==> src/rtl/micro_seq_pkg.sv <==
// Shared types for the microprogram sequencer: microword layout, op and
// condition encodings, and the NOP word that keeps the datapath idle.
package micro_seq_pkg;

  typedef enum logic [2:0] {
    OP_CONT  = 3'd0,
    OP_JMP   = 3'd1,
    OP_CJMP  = 3'd2,
    OP_CALL  = 3'd3,
    OP_RET   = 3'd4,
    OP_LDCNT = 3'd5,
    OP_LOOP  = 3'd6,
    OP_HALT  = 3'd7
  } op_e;

  typedef enum logic [1:0] {
    CS_TRUE = 2'd0,
    CS_Z    = 2'd1,
    CS_OVR  = 2'd2,
    CS_C    = 2'd3
  } csel_e;

  typedef enum logic {
    ST_IDLE = 1'b0,
    ST_RUN  = 1'b1
  } state_e;

  // Field order fixes the bit positions: fwe[31] br[30:23] cpol[22]
  // csel[21:20] op[19:17] b[16:13] a[12:9] i[8:0].
  typedef struct packed {
    logic       fwe;
    logic [7:0] br;
    logic       cpol;
    csel_e      csel;
    op_e        op;
    logic [3:0] b;
    logic [3:0] a;
    logic [8:0] i;
  } uword_t;

  localparam logic [8:0] NOP_I    = 9'h047;
  localparam uword_t     NOP_WORD = uword_t'(32'h0000_0047);

  // status is {Z, OVR, C}
  function automatic logic cond_hit(input csel_e csel, input logic cpol,
                                    input logic [2:0] status);
    logic c;
    case (csel)
      CS_TRUE: c = 1'b1;
      CS_Z:    c = status[2];
      CS_OVR:  c = status[1];
      default: c = status[0];
    endcase
    return c ^ cpol;
  endfunction

endpackage

==> src/rtl/micro_stack.sv <==
// Return-address LIFO. Overflowing pushes and underflowing pops are dropped
// and reported on err_o in the same cycle.
module micro_stack #(
  parameter int DEPTH = 4,
  parameter int W     = 8
) (
  input  logic         clk,
  input  logic         rst_n,
  input  logic         clear_i,
  input  logic         push_i,
  input  logic         pop_i,
  input  logic [W-1:0] data_i,
  output logic [W-1:0] top_o,
  output logic         full_o,
  output logic         empty_o,
  output logic         err_o
);

  localparam int SP_W  = $clog2(DEPTH + 1);
  localparam int IDX_W = (DEPTH > 1) ? $clog2(DEPTH) : 1;

  logic [SP_W-1:0]  sp_q;
  logic [W-1:0]     mem_q [DEPTH];
  logic [IDX_W-1:0] wr_idx;
  logic [IDX_W-1:0] top_idx;

  assign full_o  = (sp_q == SP_W'(DEPTH));
  assign empty_o = (sp_q == '0);
  assign wr_idx  = IDX_W'(sp_q);
  assign top_idx = IDX_W'(sp_q - SP_W'(1));
  assign top_o   = empty_o ? '0 : mem_q[top_idx];
  assign err_o   = (push_i & full_o) | (pop_i & empty_o);

  always_ff @(posedge clk or negedge rst_n) begin
    if (!rst_n) begin
      sp_q <= '0;
      for (int k = 0; k < DEPTH; k++) mem_q[k] <= '0;
    end else if (clear_i) begin
      sp_q <= '0;
    end else if (push_i && !full_o) begin
      mem_q[wr_idx] <= data_i;
      sp_q          <= sp_q + SP_W'(1);
    end else if (pop_i && !empty_o) begin
      sp_q <= sp_q - SP_W'(1);
    end
  end

endmodule

==> src/rtl/micro_sequencer.sv <==
// Microprogram sequencer feeding an Am2901-style controller: pipelined
// microword register, branch/call/return/loop sequencing and flag capture.
module micro_sequencer
  import micro_seq_pkg::*;
#(
  parameter int ADDR_W  = 8,
  parameter int STACK_D = 4
) (
  input  logic              clk,
  input  logic              rst_n,
  input  logic              start,
  input  logic              hold,
  output logic [ADDR_W-1:0] rom_addr,
  input  logic [31:0]       rom_data,
  input  logic              z,
  input  logic              ovr,
  input  logic              g_lo,
  output logic [8:0]        i,
  output logic [3:0]        a,
  output logic [3:0]        b,
  output logic              running,
  output logic              done,
  output logic              stack_err
);

  state_e            state_q, state_d;
  uword_t            pipe_q, pipe_d;
  logic [ADDR_W-1:0] upc_q, upc_d;
  logic [7:0]        cnt_q, cnt_d;
  logic [2:0]        status_q, status_d;
  logic              done_q, done_d;
  logic              err_q, err_d;

  logic [ADDR_W-1:0] nxt;
  logic [ADDR_W-1:0] br_addr;
  logic              cond;
  logic              push, pop, clear;
  logic              push_en, pop_en;
  logic [ADDR_W-1:0] stk_top;
  logic              stk_full, stk_empty, stk_err;
  uword_t            rom_word;

  assign rom_word = uword_t'(rom_data);
  assign br_addr  = ADDR_W'(pipe_q.br);
  assign cond     = cond_hit(pipe_q.csel, pipe_q.cpol, status_q);
  // Nothing moves on the stack while stalled; the word retries after hold.
  assign push_en  = push & ~hold;
  assign pop_en   = pop & ~hold;

  micro_stack #(
    .DEPTH (STACK_D),
    .W     (ADDR_W)
  ) u_stack (
    .clk     (clk),
    .rst_n   (rst_n),
    .clear_i (clear),
    .push_i  (push_en),
    .pop_i   (pop_en),
    .data_i  (upc_q),
    .top_o   (stk_top),
    .full_o  (stk_full),
    .empty_o (stk_empty),
    .err_o   (stk_err)
  );

  always_comb begin
    nxt      = upc_q;
    push     = 1'b0;
    pop      = 1'b0;
    clear    = 1'b0;
    state_d  = state_q;
    pipe_d   = pipe_q;
    upc_d    = upc_q;
    cnt_d    = cnt_q;
    status_d = status_q;
    done_d   = done_q;
    err_d    = err_q;

    if (state_q == ST_IDLE) begin
      nxt = '0;
      if (start && !hold) begin
        pipe_d  = rom_word;
        upc_d   = ADDR_W'(1);
        done_d  = 1'b0;
        err_d   = 1'b0;
        clear   = 1'b1;
        state_d = ST_RUN;
      end
    end else begin
      case (pipe_q.op)
        OP_CONT:  nxt = upc_q;
        OP_JMP:   nxt = br_addr;
        OP_CJMP:  nxt = cond ? br_addr : upc_q;
        OP_CALL: begin
          if (cond) begin
            nxt  = br_addr;
            push = 1'b1;
          end
        end
        OP_RET: begin
          if (cond) begin
            pop = 1'b1;
            nxt = stk_empty ? '0 : stk_top;
          end
        end
        OP_LDCNT: cnt_d = pipe_q.br;
        OP_LOOP: begin
          if (cnt_q != 8'd0) begin
            nxt   = br_addr;
            cnt_d = cnt_q - 8'd1;
          end
        end
        default: nxt = upc_q;
      endcase

      pipe_d = rom_word;
      upc_d  = nxt + ADDR_W'(1);
      err_d  = err_q | stk_err;
      if (pipe_q.fwe) status_d = {z, ovr, ~g_lo};
      if (pipe_q.op == OP_HALT) begin
        pipe_d  = NOP_WORD;
        state_d = ST_IDLE;
        done_d  = 1'b1;
      end
    end
  end

  always_ff @(posedge clk or negedge rst_n) begin
    if (!rst_n) begin
      state_q  <= ST_IDLE;
      pipe_q   <= NOP_WORD;
      upc_q    <= '0;
      cnt_q    <= '0;
      status_q <= '0;
      done_q   <= 1'b0;
      err_q    <= 1'b0;
    end else if (!hold) begin
      state_q  <= state_d;
      pipe_q   <= pipe_d;
      upc_q    <= upc_d;
      cnt_q    <= cnt_d;
      status_q <= status_d;
      done_q   <= done_d;
      err_q    <= err_d;
    end
  end

  assign rom_addr  = nxt;
  assign i         = hold ? NOP_I : pipe_q.i;
  assign a         = pipe_q.a;
  assign b         = pipe_q.b;
  assign running   = (state_q == ST_RUN);
  assign done      = done_q;
  assign stack_err = err_q;

endmodule

==> config.mk <==
export PLATFORM = sky130hd
export DESIGN_NAME = micro_sequencer
export DESIGN_NICKNAME = d
export VERILOG_FILES = /design/src/rtl/micro_seq_pkg.sv /design/src/rtl/micro_stack.sv /design/src/rtl/micro_sequencer.sv
export SDC_FILE = /design/constraint.sdc
export NUM_CORES = 1
export LEC_CHECK = 0
export CORE_UTILIZATION = 45
export CTS_CLUSTER_SIZE = 40
export DETAILED_ROUTE_END_ITERATION = 8
export PLACE_DENSITY = 0.65
export SYNTH_ARGS = -nofsm -noshare
export SYNTH_HDL_FRONTEND = slang
export SYNTH_HIERARCHICAL = 1
export SYNTH_SLANG_ARGS = --single-unit
==> constraint.sdc <==
create_clock -name clk -period 4.2 [get_ports clk]
set_input_delay 0.42 -clock clk [delete_from_list [all_inputs] [get_ports clk]]
set_output_delay 0.42 -clock clk [all_outputs]
set_load 0.1 [all_outputs]
## After elaboration in Yosys (flattened, before gate mapping)

Cells that the tools add are included.

| operators by class | value |
|---|---|
| add/subtract/negate cells | 4 |
| multiply operators | 0 |
| divide/modulo/power cells | 0 |
| $lt $le $gt $ge | 3 |
| equal/unequal tests | 12 |
| shift operators | 0 |
| multiplexer cells | 38 |
| bitwise operators | 12 |
| reductions and logical operators | 19 |

Operators with widths:

| cell | count |
|---|---|
| $mux W32 | 3 |
| $mux W8 | 12 |
| $bwmux W32 | 1 |
| $pmux W8 S4 | 1 |
| $bmux W8 S2 | 1 |
| $demux W8 S2 | 1 |
| $pmux W8 S2 | 1 |
| $eq A3 B3 Y1 const B | 5 |
| $mux W1 | 13 |
| $mux W3 | 3 |
| $mux W9 | 1 |
| $add A8 B1 Y8 const B | 1 |
| $reduce_bool A8 Y1 | 1 |
| $sub A8 B1 Y8 const B | 1 |
| $eq A3 B2 Y1 const B | 2 |
| $ge A3 B3 Y1 const B | 2 |
| $not A2 Y3 | 2 |
| $reduce_and A3 Y1 | 2 |
| $and A1 B1 Y1 | 4 |
| $logic_and A1 B1 Y1 | 4 |
| $reduce_and A2 Y1 | 2 |
| $reduce_and A4 Y1 | 1 |
| $reduce_bool A2 Y1 | 2 |
| $add A3 B1 Y3 const B | 1 |
| 16 further kinds | 21 |

| word-level totals | value |
|---|---|
| register bits | 89 |
| bits in latches | 0 |
| memory bits (writable) | 0 |
| ROM bits | 0 |
| bits of input ports | 39 |
| output and inout port bits | 28 |
| memories kept | 0 |

## Logic depth before layout (Yosys ltp)

| depth | value |
|---|---|
| word-level depth | 11 |
| gate-level depth with buffers | 17 |

## Hierarchy

The synthesis kept the hierarchy.

Modules (own cells, without submodules):

| module | times used | cells each | area an instance (µm²) | sequential area each (µm²) |
|---|---|---|---|---|
| micro_sequencer | 1 | 295 | 2,884.0 | 1,356.3 |
| micro_stack | 1 | 127 | 1,795.5 | 875.8 |

## Least setup slack after synthesis

Ideal clock, no wire load.

| path | value |
|---|---|
| path type | register to output |
| start point | register u_stack.sp_q[0] |
| end point | output port rom_addr[2] |
| arrival | 3.313 ns |
| data required time | 3.780 ns |
| slack | 0.467 ns |
| stages on the path, launching flop included | 11 |
| path buffers | 2 |
| path through | dfrtp_1 buf_2 inv_1 ha_1 nand2b_1 buf_2 inv_1 a211oi_4 a22oi_1 and2_1 nor2_1 |

RTL lines:

| what | line | text |
|---|---|---|
| start, declared | micro_stack.sv:22 | `logic [SP_W-1:0] sp_q;` |
| start signal, assigned | micro_stack.sv:42 | `sp_q <= sp_q + SP_W'(1);` |
| start signal, assigned | micro_stack.sv:44 | `sp_q <= sp_q - SP_W'(1);` |
| $logic_not A3 Y1 | micro_stack.sv:28 | `assign empty_o = (sp_q == '0);` |
| named net stk_empty | micro_sequencer.sv:40 | `logic stk_full, stk_empty, stk_err;` |
| $mux W8 | micro_sequencer.sv:103 | `nxt = stk_empty ? '0 : stk_top;` |
| $mux W8 | micro_sequencer.sv:101 | `if (cond) begin` |
| $pmux W8 S4 | micro_sequencer.sv:90 | `case (pipe_q.op)` |
| $mux W8 (2 in series) | micro_sequencer.sv:79 | `if (state_q == ST_IDLE) begin` |
| end, declared | micro_sequencer.sv:13 | `output logic [ADDR_W-1:0] rom_addr,` |

The timed path passes the listed nets, and every way through them passes these cells. The select of a mux whose other input is x is not followed.

## Worst setup path after layout

| path | value |
|---|---|
| start point | register u_stack.sp_q[1] |
| end point | output port rom_addr[1] |

| between the ends | value |
|---|---|
| word-level cells in the longest chain between the ends | 10 |

RTL lines:

| what | line | text |
|---|---|---|
| $sub A3 B1 Y3 | micro_stack.sv:30 | `assign top_idx = IDX_W'(sp_q - SP_W'(1));` |
| $not A2 Y3 (not written as such) | micro_stack.sv:31 | `assign top_o = empty_o ? '0 : mem_q[top_idx];` |
| $bmux W8 S2 | micro_stack.sv:31 |  |
| $mux W8 (not written as such) (2 in series) | micro_stack.sv:31 |  |
| named net stk_top[1] | micro_sequencer.sv:39 | `logic [ADDR_W-1:0] stk_top;` |
| $mux W8 | micro_sequencer.sv:103 |  |
| $mux W8 | micro_sequencer.sv:101 |  |
| $pmux W8 S4 | micro_sequencer.sv:90 |  |
| $mux W8 (2 in series) | micro_sequencer.sv:79 |  |

The timed path passes the listed nets, and every way through them passes these cells. The select of a mux whose other input is x is not followed.

==> metrics <==
RSZ-0062 raised after global routing false; Post-Syn Instances 421; Routed Antenna Nets 0; design area 5590 sq um; Clk Latency, worst-skew pair 360 ps; clock buffer depth 2; ANT cells 0; part of the cycle the worst path needs 83.2%; leakage 2.42 nW; core area 9910 sq um; CTS root buf clkbuf_8; initial DRC count 207; Total GRT Usage 21.5%; Pre-Repair DR Iteration Count 4; Critical Path RT 3780 ps; Buffers on Ports 66; Die Span Y 104 um; Reg-to-Reg Start u_stack/sp_q[1]; Layout area overhead 19.5%; crit path DAT 3070 ps; Final TNS setup 0 ps; Crit. End Element output port; starting density of the core 47.2%; kind of critical path reg2out; clock skew 8.63 ps; WL/cell 17.9 um; most frequent cells in the layout 85 x dfrtp_1, 57 x clkdlybuf4s50_1, 29 x nor2_1; # rows 36; placed cells 597; vias per cell 5.69; Synth Warn # 6; Total Nets Final 522; Post-route DRC 0; cts hold-fix bufs 0; width of the die 104 um; Final HPWL DP 7690 um; commonest non-fill, non-tap cell in the layout dfrtp_1; initial antenna violation count 0; VDD IR-drop max 574 uV; maximum fanout along the worst path 10; final WL 11000 um; status completed; Finished Layout Cells 613; PostCTS Resize Cnt 0; HP Class in2async; Max-Cap Viols 0; DR vias 3488; io pins 67; CTS tree done; Pwr Total 3.89 mW; CTS H-tree lvls 3; Setup WS post-layout 707 ps; Worst-path clk slew 90 ps; minimum clock period 3490 ps; Cell Area, Synth 4680 sq um; first-pass GRT wire length 18100 um; pin count of the biggest net entering global routing 47; vias in the first global route 3514; Placed Area 5370 sq um; syn_nets 468; actual slew at the worst max-slew pin 1150 ps; Slew Limit Fails 0; # setup viols final 0; P per Cell Area 696 nW/um^2; Placer Congestion 0.873; CTS Buf Count 9; post-CTS setup buffer count 0; crit path launch u_stack/sp_q[1]; fmax 286 MHz; worst slew margin relative to its limit 22.9%; startpoint types flop; share of layout cells above drive strength 1 19.0%; Syn Area/Cell 11.1 sq um; clk sinks 89; Setup WS pre-CTS 1020 ps; full die area 10800 sq um; Hold Vio Cnt, Final 0; gr ovfl total 0
[sequential cells by signal (all words and copies together), names as in the netlist]
name and cells:
upc_q 8, u_stack/sp_q 3, b 4, stack_err 1
br_addr 8, a 4, cnt_q 8, running 1
done 1, u_stack/mem_q 32, status_q 3, pipe_q 16
[worst max-delay path, cell delays in order (launching register included)]
cell     delay (ps)
dfrtp_1         380
inv_1           100
ha_1            590
mux4_2          290
and2_1          150
a32oi_1         100
a21oi_1         190
o21ai_1         120
a21oi_2         320
and2_1          180
buf_4           290
[final timing paths]
kind                               end  slack (ps)  depth (start not counted)
min in group clk                  done         510                          2
min                               done          50                          1
min reg2reg                       done         510                          2
max                        rom_addr[1]         710                         10
max reg2reg                   upc_q[6]         960                         14
max in group asynchronous    stack_err        3150                          2
[power by group]
group,switching (mW),internal [mW],leakage [nW]
combinational,1.25,0.606,1.17
sequential,0.261,1.10,1.14
clock,0.311,0.353,0.107
total,1.83,2.06,2.42
[per-stage QoR]
step                      hold slack, ps  utilization (%)
final                               54.3             56.4
after floorplan                      124                -
after global routing                92.7             56.4
after CTS                           60.5             56.4
after detailed placement             463             54.2
after global placement               460             54.2
[layout make-up]
type | instances | area, sq um
clock buffers | 12 | 145
clock inverters | 4 | 76.3
fillers | 877 | 4320
inverters | 16 | 60.1
multi-input cells | 289 | 2240
flip-flops and latches | 89 | 2230
well taps | 133 | 166
repair buffers | 70 | 668
[per-layer routing]
metal,up-vias,wire (um),track usage (%)
li1,1632,-,-
met4,0,200,8.78
met1,1734,5430,31.0
met5,-,0,0
met2,105,4850,32.2
met3,17,484,3.51
(Power assumes the default switching activity.)
